--- config.mk ---
export PLATFORM = sky130hd
export DESIGN_NAME = param_chunk_adder_flat
export DESIGN_NICKNAME = d
export VERILOG_FILES = /design/src/rtl/param_chunk_adder_if.sv /design/src/rtl/param_chunk_adder.sv /design/src/flat_wrapper.sv
export SDC_FILE = /design/constraint.sdc
export NUM_CORES = 1
export LEC_CHECK = 0
export ABC_CLOCK_PERIOD_IN_PS = 2760
export BUFFER_PORTS_ARGS = -buffer_cell sky130_fd_sc_hd__buf_4
export CORE_MARGIN = 3
export CORE_UTILIZATION = 40
export DETAILED_ROUTE_END_ITERATION = 10
export PLACE_DENSITY = 0.62
export SYNTH_ARGS = -nofsm -noshare
export SYNTH_HDL_FRONTEND = slang
export SYNTH_SLANG_ARGS = --single-unit
--- constraint.sdc ---
create_clock -name clk -period 2.76 [get_ports clk]
set_clock_uncertainty 0.15 [all_clocks]
set_input_delay 0.138 -clock clk [delete_from_list [all_inputs] [get_ports clk]]
set_output_delay 0.138 -clock clk [all_outputs]
set_load 0.02 [all_outputs]
--- src/rtl/param_chunk_adder_if.sv ---
// Handshake and operand/result bundle for param_chunk_adder.
// Optional macro PARAM_CHUNK_ADDER_SUB_EN adds the 'sub' request bit.
interface param_chunk_adder_if #(
    parameter int WIDTH = 8
);
    logic             start;
    logic [WIDTH-1:0] a;
    logic [WIDTH-1:0] b;
    logic             cin;
`ifdef PARAM_CHUNK_ADDER_SUB_EN
    logic             sub;
`endif
    logic [WIDTH-1:0] sum;
    logic             carry;
    logic             busy;
    logic             done;

    // Requester side: issues operations and observes results.
    modport master (
        output start, a, b, cin,
`ifdef PARAM_CHUNK_ADDER_SUB_EN
        output sub,
`endif
        input  sum, carry, busy, done
    );

    // Adder side: accepts operations and presents results.
    modport slave (
        input  start, a, b, cin,
`ifdef PARAM_CHUNK_ADDER_SUB_EN
        input  sub,
`endif
        output sum, carry, busy, done
    );
endinterface

--- src/rtl/param_chunk_adder.sv ---
// Multi-cycle adder: adds two WIDTH-bit operands CHUNK bits per clock with a
// registered carry rippling between chunks. Result is published once per
// operation and held until the next one completes.
// Optional macro PARAM_CHUNK_ADDER_SUB_EN enables subtraction (a - b) via bus.sub.
module param_chunk_adder #(
    parameter int WIDTH = 8,
    parameter int CHUNK = 2
) (
    input  logic                 clk,
    input  logic                 rst,
    param_chunk_adder_if.slave   bus
);
    localparam int N    = WIDTH / CHUNK;
    localparam int IDXW = (N > 1) ? $clog2(N) : 1;

    // Operands must split into whole chunks; refuse to elaborate otherwise.
    generate
        if ((WIDTH % CHUNK) != 0) begin : g_bad_cfg
            $error("param_chunk_adder: WIDTH must be a multiple of CHUNK");
        end
    endgenerate

    typedef enum logic [1:0] {
        IDLE,
        RUN,
        DONE
    } state_t;

    state_t            state;
    state_t            state_next;

    logic [WIDTH-1:0]  op_a;
    logic [WIDTH-1:0]  op_b;
    logic              carry_q;
    logic [IDXW-1:0]   idx;
    logic [WIDTH-1:0]  shadow;
    logic [WIDTH-1:0]  shadow_next;
    logic [CHUNK:0]    chunk_sum;
    logic [WIDTH-1:0]  sum_q;
    logic              carry_out;
    logic              busy_o;
    logic              done_o;
    logic              do_sub;
    logic              accept;
    logic              last_chunk;

`ifdef PARAM_CHUNK_ADDER_SUB_EN
    assign do_sub = bus.sub;
`else
    assign do_sub = 1'b0;
`endif

    // A new request is taken whenever no operation is in flight (IDLE or DONE).
    assign accept     = bus.start && (state != RUN);
    assign last_chunk = (idx == IDXW'(N - 1));

    assign bus.sum   = sum_q;
    assign bus.carry = carry_out;
    assign bus.busy  = busy_o;
    assign bus.done  = done_o;

    // Add the current chunk and merge it into the shadow result.
    always_comb begin
        chunk_sum = {1'b0, op_a[idx*CHUNK +: CHUNK]}
                  + {1'b0, op_b[idx*CHUNK +: CHUNK]}
                  + (CHUNK+1)'(carry_q);
        shadow_next = shadow;
        shadow_next[idx*CHUNK +: CHUNK] = chunk_sum[CHUNK-1:0];
    end

    // State register.
    always_ff @(posedge clk or posedge rst) begin
        if (rst) begin
            state <= IDLE;
        end else begin
            state <= state_next;
        end
    end

    // Next-state logic; DONE accepts a new request just like IDLE.
    always_comb begin
        state_next = state;
        case (state)
            IDLE:    state_next = bus.start ? RUN : IDLE;
            RUN:     state_next = last_chunk ? DONE : RUN;
            DONE:    state_next = bus.start ? RUN : IDLE;
            default: state_next = IDLE;
        endcase
    end

    // Handshake outputs decoded from the state.
    always_comb begin
        busy_o = (state == RUN);
        done_o = (state == DONE);
    end

    // Datapath: capture operands on accept, ripple chunks while running,
    // publish the result on the last chunk.
    always_ff @(posedge clk or posedge rst) begin
        if (rst) begin
            op_a      <= '0;
            op_b      <= '0;
            carry_q   <= 1'b0;
            idx       <= '0;
            shadow    <= '0;
            sum_q     <= '0;
            carry_out <= 1'b0;
        end else if (accept) begin
            op_a    <= bus.a;
            op_b    <= do_sub ? ~bus.b : bus.b;
            carry_q <= do_sub ? 1'b1 : bus.cin;
            idx     <= '0;
        end else if (state == RUN) begin
            shadow  <= shadow_next;
            carry_q <= chunk_sum[CHUNK];
            if (last_chunk) begin
                sum_q     <= shadow_next;
                carry_out <= chunk_sum[CHUNK];
            end else begin
                idx <= idx + 1'b1;
            end
        end
    end
endmodule

--- src/flat_wrapper.sv ---
// flat-port wrapper written by rule: the top's interface ports become plain ports
module param_chunk_adder_flat 
#(
    parameter int WIDTH = 8,
    parameter int CHUNK = 2
)
  (clk, rst, bus_start, bus_a, bus_b, bus_cin, bus_sum, bus_carry, bus_busy, bus_done);
  param_chunk_adder_if #(.WIDTH(WIDTH)) bus_i ();
  input  logic clk;
  input  logic rst;
  input wire logic [$bits(bus_i.start)-1:0] bus_start;
  input wire logic [$bits(bus_i.a)-1:0] bus_a;
  input wire logic [$bits(bus_i.b)-1:0] bus_b;
  input wire logic [$bits(bus_i.cin)-1:0] bus_cin;
  output wire logic [$bits(bus_i.sum)-1:0] bus_sum;
  output wire logic [$bits(bus_i.carry)-1:0] bus_carry;
  output wire logic [$bits(bus_i.busy)-1:0] bus_busy;
  output wire logic [$bits(bus_i.done)-1:0] bus_done;
  assign bus_i.start = bus_start;
  assign bus_i.a = bus_a;
  assign bus_i.b = bus_b;
  assign bus_i.cin = bus_cin;
  assign bus_sum = bus_i.sum;
  assign bus_carry = bus_i.carry;
  assign bus_busy = bus_i.busy;
  assign bus_done = bus_i.done;
  param_chunk_adder #(.WIDTH(WIDTH), .CHUNK(CHUNK)) u_core (.clk(clk), .rst(rst), .bus(bus_i));
endmodule
Word level (Yosys, flattened, before mapping)
Cells that the tools add are included.

$add $sub $neg: 4. Eq/ne operators: 5. Shifts and indexed selects: 4. Multiplexer cells: 9. Bitwise logic cells: 1. Reductions and logical operators: 7.

Operators with widths (number): $neg A3 Y34 (1); $shift A2 B34 Y8 const A (1); $shiftx A2 B34 Y8 (1); $shiftx A8 B4 Y2 (2); $bwmux W8 (1); $mux W2 (4); $eq A2 B2 Y1 const B (2); $ne A2 B1 Y1 const B (2); $pmux W2 S2 (1); $reduce_and A2 Y1 (2); $add A2 B2 Y3 (1); $add A3 B1 Y3 (1); $mux W1 (3); $reduce_and A3 Y1 (1); $add A2 B1 Y2 const B (1); $eq A2 B1 Y1 const B (1); $logic_not A2 Y1 (1); $reduce_bool A2 Y1 (1); $reduce_or A2 Y1 (1); $logic_and A1 B1 Y1 (1); $not A1 Y1 (1).

Register bits: 38. Bits of input ports: 20. Output and inout port bits: 11. Word-level logic and storage cells: 38.

Depth between registers and ports, before layout
Gate-level depths: netlist of run 1.

Word-level depth: 5. Mapped depth: 7.

Worst setup path before layout of run 1
Ideal clock, no wire load.

Kind: reg2reg. Start: reg u_core.idx[0]. End: reg u_core.sum_q[7] (netlist: u_core.bus.sum[7]). Setup time: 0.077 ns. Arrival time: 2.557 ns. Required time: 2.533 ns. Setup slack: -0.025 ns. Cell stages (with the launch flop): 8. Buffers on the path: 1. Period minus slack after synthesis: 2.785 ns. Cells stage by stage: dfrtp_1 buf_4 mux4_2 fa_1 fa_1 nor4bb_1 mux2i_1 a21oi_1.

Longest elaborated chain between the ends: 5. Elaborated cells on any way between the ends: 10. Classes of those cells: add/sub (3); eq/ne (1); shift (4); mux (1); reduce/logical (1).

Ends and longest elaborated chain: start, declared (RTL line param_chunk_adder.sv:35) `logic [IDXW-1:0] idx;`; start signal, assigned (RTL line param_chunk_adder.sv:120) `idx <= idx + 1'b1;`; $shiftx A8 B4 Y2, on equally long branches (RTL line param_chunk_adder.sv:64, param_chunk_adder.sv:65); $add A2 B2 Y3 (RTL line param_chunk_adder.sv:65) `+ {1'b0, op_b[idx*CHUNK +: CHUNK]}`; $add A3 B1 Y3 (RTL line param_chunk_adder.sv:66) `+ (CHUNK+1)'(carry_q);`; $shiftx A2 B34 Y8 (RTL line param_chunk_adder.sv:68) `shadow_next[idx*CHUNK +: CHUNK] = chunk_sum[CHUNK-1:0];`; $bwmux W8 (RTL line param_chunk_adder.sv:68); end signal, assigned (RTL line param_chunk_adder.sv:117) `sum_q <= shadow_next;`; end, declared (RTL line param_chunk_adder.sv:39) `logic [WIDTH-1:0] sum_q;`.

Several ways; a longest one is shown, not always the timed one. A chain may end at the register's enable or synchronous reset.

Final worst setup path of run 1
Start: reg u_core.idx[0]. End: reg u_core.sum_q[3] (netlist: u_core.bus.sum[3]).

Same word-level chain as after synthesis.

==> results of run 1 <==
==> cell usage after synthesis <==
library cell,number,area share
a21oi_1,15,0.040
a22o_1,3,0.014
a32o_1,4,0.021
and2_1,1,0.0033
and3_1,1,0.0033
and3b_1,1,0.0046
and3b_2,1,0.0053
and4bb_2,1,0.0066
buf_4,2,0.0080
buf_6,2,0.012
buf_8,1,0.0080
clkbuf_2,1,0.0027
dfrtp_1,38,0.50
fa_1,2,0.021
ha_1,6,0.040
inv_1,5,0.010
mux2_2,10,0.060
mux2_4,10,0.080
mux2i_1,3,0.016
mux4_2,4,0.048
nand2_1,5,0.010
nand2_4,1,0.0060
nand2b_4,1,0.0073
nor2_1,8,0.016
nor2b_1,9,0.030
nor3b_2,1,0.0066
nor4bb_1,2,0.011
o21ai_0,1,0.0027
o22ai_1,1,0.0033
==> path summary, 6_finish.rpt <==
kind                                  start  cells after the start           endpoint
setup / recovery              u_core.idx[0]                      6  u_core.bus.sum[3]
hold / removal                      bus_cin                      3     u_core.carry_q
setup reg to reg              u_core.idx[0]                      6  u_core.bus.sum[3]
hold reg to reg            u_core.shadow[3]                      1   u_core.shadow[3]
max in group asynchronous               rst                      4    u_core.state[0]
min in group asynchronous               rst                      3     u_core.op_a[7]
==> sequential cells by signal, summed over array words and instances (netlist names) <==
signal            flops
u_core.op_b           8
u_core.idx            2
u_core.state          2
u_core.bus.sum        8
u_core.shadow         8
u_core.op_a           8
u_core.carry_q        1
u_core.bus.carry      1
==> tightest hold or removal path, stage by stage <==
cell	delay (ps)
buf_4	80
mux2i_1	60
o21ai_0	160
==> power by group through the flow <==
| stage | clock network [uW] | logic (uW) | registers [uW] |
|---|---|---|---|
| floorplan | 0 | 1150 | 1040 |
| global placement | 0 | 1560 | 983 |
| detailed placement | 0 | 1610 | 998 |
| CTS | 410 | 1640 | 987 |
| global route | 435 | 1880 | 1030 |
| finish | 392 | 1710 | 985 |
==> repair_timing <==
| action | in CTS | in global routing |
|---|---|---|
| hold buffers | 18 | 0 |
| hold endpoints to repair | 36 | 0 |
| resized for setup | 0 | 5 |
| endpoints found under the setup margin | 0 | 6 |
| setup buffers | 0 | 0 |
==> final cells by class <==
| type | count | area, um2 |
|---|---|---|
| Inverter | 5 | 18.8 |
| Clock buffer | 6 | 82.6 |
| Tap cell | 52 | 65.1 |
| Clock inverter | 2 | 12.5 |
| Multi-Input combinational cell | 91 | 880 |
| Timing Repair Buffer | 52 | 439 |
| Fill cell | 372 | 2000 |
| Sequential cell | 38 | 951 |
==> layer usage <==
layer	vias up	share of wire
li1	606	-
met1	606	0.45
met2	27	0.50
met3	5	0.037
met4	0	0.013
met5	-	0
==> stage by stage <==
| step | hold slack, ps | instances | util | setup slack [ps] |
|---|---|---|---|---|
| 2_1_floorplan | 127 | 140 | - | 2.63 |
| 3_3_place_gp | 137 | 220 | 0.485 | 118 |
| 3_5_place_dp | 155 | 220 | 0.485 | 49.8 |
| 4_1_cts | 22.6 | 246 | 0.546 | 8.72 |
| 5_1_grt | 81.9 | 246 | 0.551 | 11.6 |
| 6_report | 43.3 | 246 | 0.551 | 172 |
==> cell usage in the layout (no fill, tap or decap) <==
cell,n
o21ai_0,1
and2_1,1
mux2_4,10
o22ai_1,1
ha_1,6
nand2_1,5
nor2_1,8
clkinvlp_4,1
fa_2,2
nor2b_2,1
nor4bb_4,1
clkinv_2,1
a32o_1,4
nor4bb_1,1
dlygate4sd3_1,18
mux4_2,4
nand2_4,1
mux2_2,10
and3b_1,1
buf_4,33
nor3b_2,1
buf_6,1
nor2b_1,8
mux2i_1,3
dfrtp_1,38
a22o_1,3
a21oi_1,15
nand2b_4,1
inv_1,5
and4bb_2,1
and3b_2,1
and3_1,1
clkbuf_8,6
==> logic make-up (layout without fill, tap and decap cells) <==
family / Yosys count / after routing
fa+ha+maj: 8 / 8
buf+inv: 11 / 65
flops: 38 / 38
mux: 27 / 27
compound gates: 24 / 24
simple gates: 32 / 32
==> run_results.csv, run 1 <==
group,metric,value,unit
outcome,status,"complete, no violations",
power,net-switching-power,1160,uW
cts,clock_sinks,38,
critical_path,crit_path_end_kind,"flip-flop",
global_route,grt_start_max_net_pins,21,
critical_path,path_max_fanout,4,
yosys,syn-num-nets,168,
cts,cts-root-buf,"clkbuf_8",
power,power,3080,uW
timing,worstMarginPinSlew,723,ps
yosys,syn-instance-count,140,
timing,rsz0062_at_grt,"no",
yosys,synth_simple_gate_area_frac,0.110,
routing,via_per_inst,5.06,
yosys,ys_seq_elements,38,
global_route,use_met2,0.245,
critical_path,arrival,2650,ps
placement,io_buffers,30,
critical_path,r2r_slack,170,ps
critical_path,start_kind,"flip-flop",
floorplan,die_area,0.00557,mm2
yosys,yosys_warnings,0,
global_route,grt-busiest-layer,"met2",
timing,setup_violations,0,
global_route,antenna_found_initial,0,
routing,ant_nets,0,
placement,placed_cell_area,0.00215,mm2
global_route,grt_pass1_vias,1306,
critical_path,path_buf_inv,0,
routing,wirelength,3530,um
timing,hold_viol,0,
critical_path,critPathKind,"reg -> reg",
floorplan,start_util,0.424,
cells_and_area,nets,221,
yosys,muxShareOfSynthArea,0.203,
placement,gp_congestion,0.801,
cts,tritoncts,"built",
power,powerDensity,1260,mW/mm2
critical_path,slowest_delay,590,ps
cells_and_area,syn2layout_area_growth,29.9,%
timing,min_period,2590,ps
power,pwr-share-seq,0.319,
routing,num_vias,1244,
cells_and_area,n_antenna_cell,0,
routing,first_iter_violations,81,
floorplan,io_pins,31,
job,cap_violations,0,
floorplan,die_y,74.6,um
timing,fmax,386,MHz
yosys,netlist_area,0.00188,mm2
cts,cts_inserted_buffers,5,
timing,relSlewSlack,0.518,
power,comb_power_share,0.553,
cts,h-tree-depth,2,
placement,dp_hpwl,2560,um
power,vdd_ir_drop_max,0.596,mV
global_route,use_met1,0.188,
cts,clkLatencyLatePin,290,ps
yosys,seq_area_frac_synth,0.505,
yosys,yosysUniqueCellTypes,29,
critical_path,cp_top_family,"adder cells",
routing,route.detailed.drc,0,
yosys,synthXorXnorAreaFrac,0,
yosys,avgSynthCellArea,13.5,um2
critical_path,path_cells,"mux4_2 -> fa_2 -> fa_2 -> nor2b_2 -> a21oi_1 -> a21oi_1",
power,clockPowerShare,0.127,
floorplan,core,0.00444,mm2
cells_and_area,fin_area,0.00245,mm2
global_route,grt_first_pass_wirelength,6180,um
cells_and_area,drive_gt1_frac,0.387,
routing,dr.pass1.iters,4,
cts,path_clk_slew,80,ps
power,power_leakage,0.00115,uW
power,power.internal,1930,uW
yosys,synth_top_family_by_area,"multiplexers",
routing,wl_per_cell,14.3,um
global_route,grt_overflow_total,0,
timing,finalSetupTns,0,ps
yosys,synth-compound-area-share,0.0810,
global_route,track_usage,0.148,
timing,period_share,0.938,
floorplan,std_cell_rows,24,
timing,slew_viol_final,0,
global_route,use_met3,0.0441,
cts,cts.path.max_buffers,2,
critical_path,cp_slowest_cell,"fa_2",
critical_path,cp.required,2830,ps
floorplan,dieWidth,74.6,um
yosys,synth_adder_area_share,0.0611,
power,sw_frac_of_total,0.375,
hold_path,hold_path.class,"in -> reg",
No activity file was read; power rests on OpenSTA's default activity.
==> inputs of run 2 (changes only) <==
Settings changed: CORE_UTILIZATION 40 to 50, PLACE_DENSITY 0.62 to 0.75, TNS_END_PERCENT from default to 20.
==> run_results.csv, run 2 (same netlist as run 1, synthesis figures left out) <==
group,metric,value,unit
routing,num_vias,1265,
routing,dr.max_layer_used,"met4",
outcome,status,"complete, no violations",
routing,first_iter_violations,40,
power,net-switching-power,1130,uW
critical_path,cp.required,2830,ps
cts,h-tree-depth,2,
routing,wirelength,3480,um
power,power,3000,uW
critical_path,path_max_fanout,4,
placement,dp_slack,17.6,ps
power,power.internal,1870,uW
power,comb_power_share,0.552,
timing,hold_viol,0,
timing,setup_violations,0,
cts,clkLatencyLatePin,290,ps
global_route,grt_overflow_total,0,
timing,slew_viol_final,0,
routing,wl_per_cell,14.6,um
cells_and_area,drive_gt1_frac,0.363,
power,vdd_ir_drop_max,0.570,mV
hold_path,holdPathStages,3,
timing,period_share,0.975,
global_route,antenna_found_initial,0,
timing,fin_ws,68.3,ps
power,pwr-share-seq,0.331,
cts,path_clk_slew,70,ps
floorplan,core,0.00347,mm2
critical_path,arrival,2760,ps
cells_and_area,layout_common_cells,"dfrtp_1 (38), buf_4 (34), dlygate4sd3_1 (18), a21oi_1 (15)",
power,sw_frac_of_total,0.376,
global_route,track_usage,0.184,
floorplan,dieWidth,67.4,um
critical_path,crit_path_end_kind,"flip-flop",
cells_and_area,syn2layout_area_growth,28.1,%
cells_and_area,n_antenna_cell,0,
cts,cts-root-buf,"clkbuf_8",
cts,clock_sinks,38,
cts,cts_inserted_buffers,5,
power,clockPowerShare,0.117,
floorplan,die_area,0.00454,mm2
placement,placed_cell_area,0.00215,mm2
hold_path,hold_path.class,"in -> reg",
floorplan,start_util,0.543,
timing,worstMarginPinSlew,691,ps
global_route,grt_first_pass_wirelength,6100,um
global_route,grt_start_max_net_pins,21,
timing,finalSetupTns,0,ps
timing,relSlewSlack,0.539,
floorplan,std_cell_rows,21,
floorplan,io_pins,31,
timing,min_period,2690,ps
critical_path,critPathKind,"reg -> reg",
routing,route.detailed.drc,0,
cells_and_area,fin_area,0.00241,mm2
placement,io_buffers,30,
power,power_leakage,0.00114,uW
routing,wl_met1,1480,um
cts,post_cts_buffers,0,
placement,dp_hpwl,2510,um
job,cap_violations,0,
routing,met3RoutedLength,170,um
routing,ant_nets,0,
critical_path,r2r_cells,6,
routing,dr.pass1.iters,4,
timing,rsz0062_at_grt,"yes",
cells_and_area,nets,221,
cts,tritoncts,"built",
critical_path,start_kind,"flip-flop",
timing,fmax,372,MHz
floorplan,die_y,67.4,um
cells_and_area,mostFrequentLayoutCell,"dfrtp_1",
cts,cts.path.max_buffers,2,
global_route,grt_pass1_vias,1331,
placement,gp_congestion,0.747,
power,powerDensity,1240,mW/mm2
routing,met2_length,1780,um
routing,via_per_inst,5.29,
==> run 2: cell types whose count changed in the layout (fill, tap and decap cells not counted) <==
cell and delta:
clkbuf_1 +2, fa_1 +2, fa_2 -2, buf_4 +1
buf_6 -1, clkbuf_8 -1, clkinv_2 -1, clkinvlp_4 -1
==> run 2: layer usage <==
metal	vias to the layer above	global-route usage
met5	-	0
met4	0	0.0684
met3	6	0.0616
met2	28	0.308
met1	629	0.219
li1	602	-
==> run 2: critical path: stages (launching register included) <==
cell,delay [ps]
dfrtp_1,400
mux4_2,520
fa_1,400
fa_1,560
nor4bb_4,330
mux2i_1,110
a21oi_1,150
==> run 2: path summary, 6_finish.rpt <==
check	startpoint	endpoint	slack, ps
worst max-delay path	u_core.idx[1]	u_core.bus.sum[7]	70
worst min-delay path	bus_cin	u_core.carry_q	10
worst max register to register	u_core.idx[1]	u_core.bus.sum[7]	70
worst min register to register	u_core.shadow[2]	u_core.shadow[2]	330
max in group asynchronous	rst	u_core.idx[1]	1370
min in group asynchronous	rst	u_core.op_a[1]	360
==> run 2: metrics by stage <==
step                      hold slack [ps]  std cells  utilization
after detailed placement              139        214        0.619
after CTS                            9.42        239        0.693
after global placement                125        214        0.619
after floorplan                       127        140            -
after global routing                 48.4        239        0.696
final                                9.71        239        0.696
==> run 2: final cells by class <==
type                    count  area, um2
fillers                   258       1050
flip-flops and latches     38        951
multi-input cells          91        875
repair buffers             52        435
clock buffers               7       76.3
well taps                  46       57.6
inverters                   5       18.8
==> run 2: what timing repair did <==
action,in CTS,in global routing
hold buffers,18,0
endpoints found under the setup margin,0,4
resized for setup,0,2
hold endpoints to repair,35,0
==> run 2: power groups by stage <==
| stage | logic (uW) | clock network [uW] | registers [uW] |
|---|---|---|---|
| after global routing | 1820 | 391 | 1030 |
| after global placement | 1540 | 0 | 980 |
| after CTS | 1610 | 364 | 993 |
| final | 1660 | 352 | 992 |
| after detailed placement | 1580 | 0 | 1000 |
| after floorplan | 1150 | 0 | 1040 |
